==> src/rtl/life_pkg.sv <==
// Shared types and helpers for the 8x8 Game of Life sequencer.
// Cells outside the 8x8 board are treated as permanently dead.
package life_pkg;

    localparam int GRID_W = 64;
    localparam int ROW_W  = 8;

    typedef logic [GRID_W-1:0] grid_t;

    typedef enum logic [1:0] {
        IDLE = 2'b00,
        RUN  = 2'b01,
        HALT = 2'b10
    } state_t;

    function automatic logic cell_at(grid_t g, int r, int c);
        logic [5:0] idx;
        logic       v;
        idx = 6'(r * ROW_W + c);
        if ((r < 0) || (r >= ROW_W) || (c < 0) || (c >= ROW_W)) begin
            v = 1'b0;
        end else begin
            v = g[idx];
        end
        return v;
    endfunction

    function automatic logic [3:0] neighbour_count(grid_t g, int r, int c);
        logic [3:0] n;
        n = 4'd0;
        for (int dr = -1; dr <= 1; dr++) begin
            for (int dc = -1; dc <= 1; dc++) begin
                if (!((dr == 0) && (dc == 0))) begin
                    n = n + {3'b000, cell_at(g, r + dr, c + dc)};
                end
            end
        end
        return n;
    endfunction

endpackage

==> src/rtl/life_sequencer_datapath.sv <==
// Combinational next-generation logic: birth on 3 neighbours, survival on 2 or 3.
module life_sequencer_datapath
    import life_pkg::*;
(
    input  logic [63:0] grid,
    output logic [63:0] grid_evolve
);

    // Apply the life rule to every cell of the current grid.
    always_comb begin
        grid_evolve = 64'h0;
        for (int r = 0; r < ROW_W; r++) begin
            for (int c = 0; c < ROW_W; c++) begin
                grid_evolve[6'(r * ROW_W + c)] =
                    (neighbour_count(grid, r, c) == 4'd3) ||
                    (grid[6'(r * ROW_W + c)] && (neighbour_count(grid, r, c) == 4'd2));
            end
        end
    end

endmodule

==> src/rtl/life_sequencer.sv <==
// Game of Life sequencer: load, single-step and divided free-run of an 8x8 grid.
// Optional auto-halt on stable/extinct grids is enabled by defining LIFE_AUTO_HALT_EN.
module life_sequencer
    import life_pkg::*;
#(
    parameter int STEP_DIV = 4
) (
    input  logic        clk,
    input  logic        reset,
    input  logic        load,
    input  logic [63:0] init_state,
    input  logic        run,
    input  logic        step,
    output logic [63:0] grid,
    output logic [15:0] gen_count,
    output logic        gen_valid,
    output logic        busy,
    output logic        stable,
    output logic        extinct
);

    localparam logic [15:0] DIV_RELOAD = 16'(STEP_DIV - 1);

    state_t      state_r, state_nxt_s;
    grid_t       grid_r, grid_nxt_s, next_gen_s;
    logic [15:0] gen_count_r, gen_count_nxt_s;
    logic [15:0] div_r, div_nxt_s;
    logic        gen_valid_r, gen_valid_nxt_s;
    logic        commit_s;

    life_sequencer_datapath u_datapath (
        .grid        (grid_r),
        .grid_evolve (next_gen_s)
    );

`ifdef LIFE_AUTO_HALT_EN
    // Look one generation past the commit to decide whether the result has settled.
    grid_t after_commit_s;

    life_sequencer_datapath u_halt_probe (
        .grid        (next_gen_s),
        .grid_evolve (after_commit_s)
    );
`endif

    // Next-state, divider and commit decision; load outranks step/run.
    always_comb begin
        state_nxt_s = state_r;
        div_nxt_s   = div_r;
        commit_s    = 1'b0;
        if (load) begin
            state_nxt_s = IDLE;
            div_nxt_s   = 16'd0;
        end else begin
            case (state_r)
                IDLE: begin
                    commit_s = step;
                    if (run) begin
                        state_nxt_s = RUN;
                        div_nxt_s   = DIV_RELOAD;
                    end else begin
                        state_nxt_s = IDLE;
                    end
                end
                RUN: begin
                    if (!run) begin
                        state_nxt_s = IDLE;
                        div_nxt_s   = 16'd0;
                    end else if (div_r == 16'd0) begin
                        commit_s  = 1'b1;
                        div_nxt_s = DIV_RELOAD;
`ifdef LIFE_AUTO_HALT_EN
                        if ((after_commit_s == next_gen_s) || (next_gen_s == 64'h0)) begin
                            state_nxt_s = HALT;
                        end else begin
                            state_nxt_s = RUN;
                        end
`else
                        state_nxt_s = RUN;
`endif
                    end else begin
                        div_nxt_s = div_r - 16'd1;
                    end
                end
                HALT: begin
                    state_nxt_s = HALT;
                end
                default: begin
                    state_nxt_s = IDLE;
                    div_nxt_s   = 16'd0;
                end
            endcase
        end
    end

    // Data updates derived from the control decision.
    always_comb begin
        grid_nxt_s      = grid_r;
        gen_count_nxt_s = gen_count_r;
        gen_valid_nxt_s = 1'b0;
        if (load) begin
            grid_nxt_s      = init_state;
            gen_count_nxt_s = 16'd0;
        end else if (commit_s) begin
            grid_nxt_s      = next_gen_s;
            gen_count_nxt_s = gen_count_r + 16'd1;
            gen_valid_nxt_s = 1'b1;
        end else begin
            grid_nxt_s = grid_r;
        end
    end

    // State and datapath registers with synchronous reset.
    always_ff @(posedge clk) begin
        if (reset) begin
            state_r     <= IDLE;
            grid_r      <= 64'h0;
            gen_count_r <= 16'd0;
            div_r       <= 16'd0;
            gen_valid_r <= 1'b0;
        end else begin
            state_r     <= state_nxt_s;
            grid_r      <= grid_nxt_s;
            gen_count_r <= gen_count_nxt_s;
            div_r       <= div_nxt_s;
            gen_valid_r <= gen_valid_nxt_s;
        end
    end

    assign grid      = grid_r;
    assign gen_count = gen_count_r;
    assign gen_valid = gen_valid_r;
    assign busy      = (state_r == RUN);
    assign stable    = (next_gen_s == grid_r);
    assign extinct   = (grid_r == 64'h0);

endmodule

==> config.mk <==
export PLATFORM = sky130hd
export DESIGN_NAME = life_sequencer
export DESIGN_NICKNAME = d
export VERILOG_FILES = /design/src/rtl/life_pkg.sv /design/src/rtl/life_sequencer_datapath.sv /design/src/rtl/life_sequencer.sv
export SDC_FILE = /design/constraint.sdc
export NUM_CORES = 1
export LEC_CHECK = 0
export BUFFER_PORTS_ARGS = -buffer_cell sky130_fd_sc_hd__clkbuf_2
export CORE_ASPECT_RATIO = 0.5
export CORE_UTILIZATION = 50
export CTS_CLUSTER_SIZE = 40
export DETAILED_ROUTE_END_ITERATION = 10
export PLACE_DENSITY = 0.72
export SYNTH_ARGS = -nofsm -noshare
export SYNTH_HDL_FRONTEND = slang
export SYNTH_HIERARCHICAL = 1
export SYNTH_SLANG_ARGS = --single-unit
==> constraint.sdc <==
create_clock -name clk -period 11 [get_ports clk]
set_input_delay 0.55 -clock clk [delete_from_list [all_inputs] [get_ports clk]]
set_output_delay 0.55 -clock clk [all_outputs]
set_load 0.05 [all_outputs]
### Word level (Yosys, flattened, before mapping)

Cells that the tools add are included.

| operators by class | value |
|---|---|
| $add $sub $neg | 177 |
| eq/ne operators | 69 |
| muxes and demuxes | 15 |
| bitwise operators | 1 |
| reductions and logical operators | 70 |

Operators by type and width:

| cell | number |
|---|---|
| adder 4 x 1 -> 4 bit | 146 |
| equality test 4 x 2 -> 1 bit, second input constant | 64 |
| 2-to-1 mux 64 bit | 2 |
| equality test 32 x 64 -> 1 bit | 1 |
| zero test 64 bit | 1 |
| adder 1 x 1 -> 2 bit | 29 |
| 2-to-1 mux 16 bit | 3 |
| case mux 16 bit (3 select lines) | 1 |
| logical AND 1 bit | 32 |
| logical OR 1 bit | 32 |
| adder 16 x 1 -> 16 bit, second input constant | 1 |
| zero test 16 bit | 1 |
| subtractor 16 x 1 -> 16 bit, second input constant | 1 |
| case mux 2 bit (3 select lines) | 1 |
| 2-to-1 mux 1 bit | 5 |
| 2-to-1 mux 2 bit | 2 |
| inequality test 3 x 2 -> 1 bit, second input constant | 1 |
| equality test 2 x 1 -> 1 bit, second input constant | 1 |
| equality test 2 bit, second input constant | 1 |
| zero test 2 bit | 1 |
| inequality test 2 bit, second input constant | 1 |
| case mux 1 bit (2 select lines) | 1 |
| AND reduction 2 bit | 1 |
| nonzero test 2 bit | 1 |
| 2 further kinds | 2 |

| word-level totals | value |
|---|---|
| register bits after elaboration | 99 |
| input port bits | 69 |
| word-level logic and storage cells | 337 |

### Logic depth before layout (Yosys ltp)

| depth | value |
|---|---|
| depth after elaboration | 12 |
| depth in mapped cells | 13 |

### Hierarchy

The synthesis kept the hierarchy.

Modules (own cells, without submodules):

| module | instances | cells each | area an instance (sq um) | sequential area each (sq um) |
|---|---|---|---|---|
| life_sequencer | 1 | 732 | 5841.9 | 1981.9 |
| life_sequencer_datapath | 1 | 449 | 4176.5 | 0.0 |

### Least setup slack after synthesis

No wires, ideal clock.

| timing path | value |
|---|---|
| path kind | flip-flop to output port |
| start | register grid_r[21] (netlist: grid[21]) |
| end | output stable |
| data arrival time | 5788 ps |
| required time | 10450 ps |
| slack | 4662 ps |
| stages on the path, launching flop included | 14 |
| path buffers | 0 |
| cells stage by stage | dfxtp_1 > inv_1 > fa_1 > fa_1 > fa_1 > inv_1 > ha_1 > fa_1 > or2_2 > a21oi_1 > xor2_1 > nor4_1 > nand4_1 > nor4_1 |

| on the way | value |
|---|---|
| word-level cells in the longest chain between the ends | 11 |

Ends and longest elaborated chain:

| element | line | text |
|---|---|---|
| start: declaration | life_sequencer.sv:25 | `grid_t grid_r, grid_nxt_s, next_gen_s;` |
| start signal: assignment | life_sequencer.sv:123 | `grid_r <= grid_nxt_s;` |
| adder 1 x 1 -> 2 bit (*) | life_pkg.sv:34 | `n = n + {3'b000, cell_at(g, r + dr, c + dc)};` |
| adder 4 x 1 -> 4 bit (*) (6 in series) | life_pkg.sv:34 |  |
| equality test 4 x 2 -> 1 bit | life_sequencer_datapath.sv:16 | `(grid[6'(r * ROW_W + c)] && (neighbour_count(grid, r, c) == 4'd2));` |
| logical AND 1 bit | life_sequencer_datapath.sv:16 |  |
| logical OR 1 bit (*) | life_sequencer_datapath.sv:15 | `(neighbour_count(grid, r, c) == 4'd3) \|\|` |
| via next_gen_s[29] | life_sequencer.sv:25 |  |
| equality test 32 x 64 -> 1 bit (*) | life_sequencer.sv:134 | `assign stable = (next_gen_s == grid_r);` |
| end: declaration | life_sequencer.sv:18 | `output logic stable,` |

Mark *: on every way through the listed nets, which the timed path passes. The rest lies on a longest branch.

### Worst setup path in the final report

| timing path | value |
|---|---|
| start | register grid_r[9] (netlist: grid[9]) |
| end | output stable |

RTL lines:

| element | line |
|---|---|
| adder 4 x 1 -> 4 bit (*) (5 in series) | life_pkg.sv:34 |
| equality test 4 x 2 -> 1 bit | life_sequencer_datapath.sv:16 |
| logical AND 1 bit | life_sequencer_datapath.sv:16 |
| logical OR 1 bit (*) | life_sequencer_datapath.sv:15 |
| via next_gen_s[10] | life_sequencer.sv:25 |
| equality test 32 x 64 -> 1 bit (*) | life_sequencer.sv:134 |

Marks and branches as above.

==> results.yml <==
finish:
  nNetsFinal: 1533
  layout_commonest_cell: "inv_1"
  areaGrowthSynthToFinish_pct: 11.1
  num_antenna_cells: 0
  fin_cells: 1568
  final_cell_mix: "inv_1, clkbuf_2, a21oi_1"
  fin_util: 0.569
  fill_cells: 1804
  layout-drive-gt1-share: 0.153
clock_network:
  cts_tree: "yes"
  postCtsSetupBuffers: 0
  cts.sinks: 99
  cts_root_buffer: "clkbuf_16"
  clk_latency_ps: 370
  cts_buffer_depth: 2
  clk_pin_slew_ps: 70
  cts_max_level: 3
  cts_buffers: 9
  hold_buffers: 0
  post_cts_resized: 0
critical_path:
  worstPathCellList: "inv_1, fa_1, fa_1, fa_1, inv_1, ha_1, fa_1, or2_2, a21oi_1, xor2_1, nor4_1, nand4_1, nor4_1, clkbuf_2"
  worstSetupStartpointType: "flop"
  worstPathRequired_ps: 10450
  cp_top_family: "adder cells"
  slowest_delay_ps: 630
  critPathMaxFanout: 9
  path_buf_inv: 3
  cpMostUsedCell: "fa_1"
  cp_slowest_cell: "dfxtp_1"
  cp.arrival_ps: 5580
  endpoint_kind: "primary output"
  worstSetupPathType: "reg2out"
timing:
  finalCriticalPeriod_ps: 6130
  fmax_ghz: 0.163
  fin_ws_ps: 4870
  period_share: 0.557
  max_slew_margin: 0.396
  worst_pin_slew_ps: 900
  slew_violations: 0
  tns_ps: 0
  hold_viol: 0
  setup_viol: 0
  skew_ps: 11.6
  grt_setup_unrepaired: "no"
floorplan:
  fp.coreArea_um2: 19500
  num_rows: 36
  initial_core_util: 0.512
  io-pin-count: 153
  die_w_um: 202
  die_h_um: 102
  die_area_um2: 20600
synth:
  synthDistinctLibCells: 49
  yosys_warnings: 6
  ys_ff_latch: 99
  synth-main-ff-cell: "dfxtp_1"
  netlist_instances: 1181
  syn_area_um2: 10000
  ys_seq_area_frac: 0.198
  syn_area_per_cell_um2: 8.48
  async_flop_share: 0
  synth_edf_count: 0
placement:
  placed_cells: 1552
  place.port_buffers: 152
  dp_hpwl_um: 22500
  preCtsSetupSlack_ps: 5360
  place.gp.congestion: 0.946
power:
  power_density_nw_per_um2: 142
  ir_worst_vdd_uv: 72.0
  p_total_uw: 1580
  leakage_uw: 0.00528
global_routing:
  grt_max_degree: 87
  grtUsageTotal: 0.296
  grt_pass1_vias: 8533
  grt_first_pass_wirelength_um: 47000
  antenna_found_initial: 0
  grt.busiest_layer: "met2"
  use_met3: 0.0730
  use_met1: 0.419
  grt_use_met2: 0.453
  grt_overflow: 0
drt:
  antenna_left: 0
  via_per_inst: 5.89
  first_iter_violations: 853
  avgRoutedWirePerCell_um: 19.3
  drt-pass1-iter-count: 5
  vias: 9229
  wl_um: 30300
  drc_errors: 0
run:
  maxCapViolCount: 0
run_status:
  status: "finished, final reports clean"
worst_hold_path:
  hold_path_class: "in2reg"
==> metrics by stage <==
stage / hold slack (ps) / cell area (µm²)
final: 424 / 11100
after global routing: 436 / 11100
after CTS: 410 / 11100
after detailed placement: 476 / 10800
after global placement: 463 / 10800
after floorplan: 450 / 10100
==> worst min-delay path: stages <==
cell and delay, ps:
clkbuf_2 80, inv_1 40, a221oi_1 70
==> worst paths after layout <==
kind	slack (ps)	depth (start not counted)	to	startpoint
min	420	3	grid[23]	init_state[23]
max	4870	14	stable	grid[9]
min reg2reg	490	2	div_r[3]	div_r[3]
max reg2reg	6730	13	grid[29]	grid[21]
==> Yosys cell counts, types with 3 or more instances <==
library cell  instances  share of area
or4_1                 9         0.0067
nor4_1               38          0.024
nor2_1               47          0.018
buf_6                 5         0.0056
or2_2                14         0.0087
nor3_1                7         0.0035
a31oi_1               6         0.0037
clkbuf_1             45          0.017
nand2_1              81          0.030
o21ai_1              11         0.0055
nand3_1              18         0.0090
inv_1               152          0.057
o21ai_0              70          0.035
o2bb2ai_1            54          0.047
ha_1                 69          0.086
a22oi_1              54          0.040
or3_1                10         0.0062
o31ai_1               6         0.0045
xnor2_1               9         0.0079
buf_4                32          0.024
nand4_1              12         0.0075
a221oi_1             10         0.0087
nor3b_1              14          0.010
xor2_1               67          0.059
fa_1                 98           0.20
dfxtp_1              99           0.20
nor2b_1               5         0.0031
a21oi_1             111          0.055
a2111oi_2             3         0.0045
==> layout make-up <==
type | count | area (µm²) | area share
Clock buffer | 10 | 229 | 0.0206
Timing Repair Buffer | 160 | 823 | 0.0740
Tap cell | 266 | 333 | 0.0299
Multi-Input combinational cell | 875 | 7120 | 0.640
Inverter | 152 | 571 | 0.0513
Sequential cell | 99 | 1980 | 0.178
Clock inverter | 6 | 71.3 | 0.00641
==> report_power, final <==
part	leakage (µW)	total (µW)	internal (µW)	switching, µW
Sequential	0.000813	441	381	60.1
Combinational	0.00432	804	291	513
Clock	0.000145	338	180	158
==> state kept, by name, summed over array words and instances, names as in the netlist <==
register,flops
grid,64
gen_valid,1
div_r,16
state_r,2
gen_count,16
==> routing by layer <==
metal  vias to the layer above  routed length [µm]
met5                         -                   0
met4                         0                 410
met3                        32                2760
met2                       352               13700
met1                      4564               13400
li1                       4281                   -
==> kinds of logic (layout without fill, tap and decap cells) <==
logic type | after synthesis | after routing | synth area share
other cells | 1 | 32 | 0.000374
simple gates | 266 | 266 | 0.136
buf+inv | 238 | 328 | 0.105
flops | 99 | 99 | 0.198
fa+ha+maj | 167 | 167 | 0.282
compound gates | 334 | 334 | 0.212
xor+xnor | 76 | 76 | 0.0664
(Power assumes the default switching activity.)
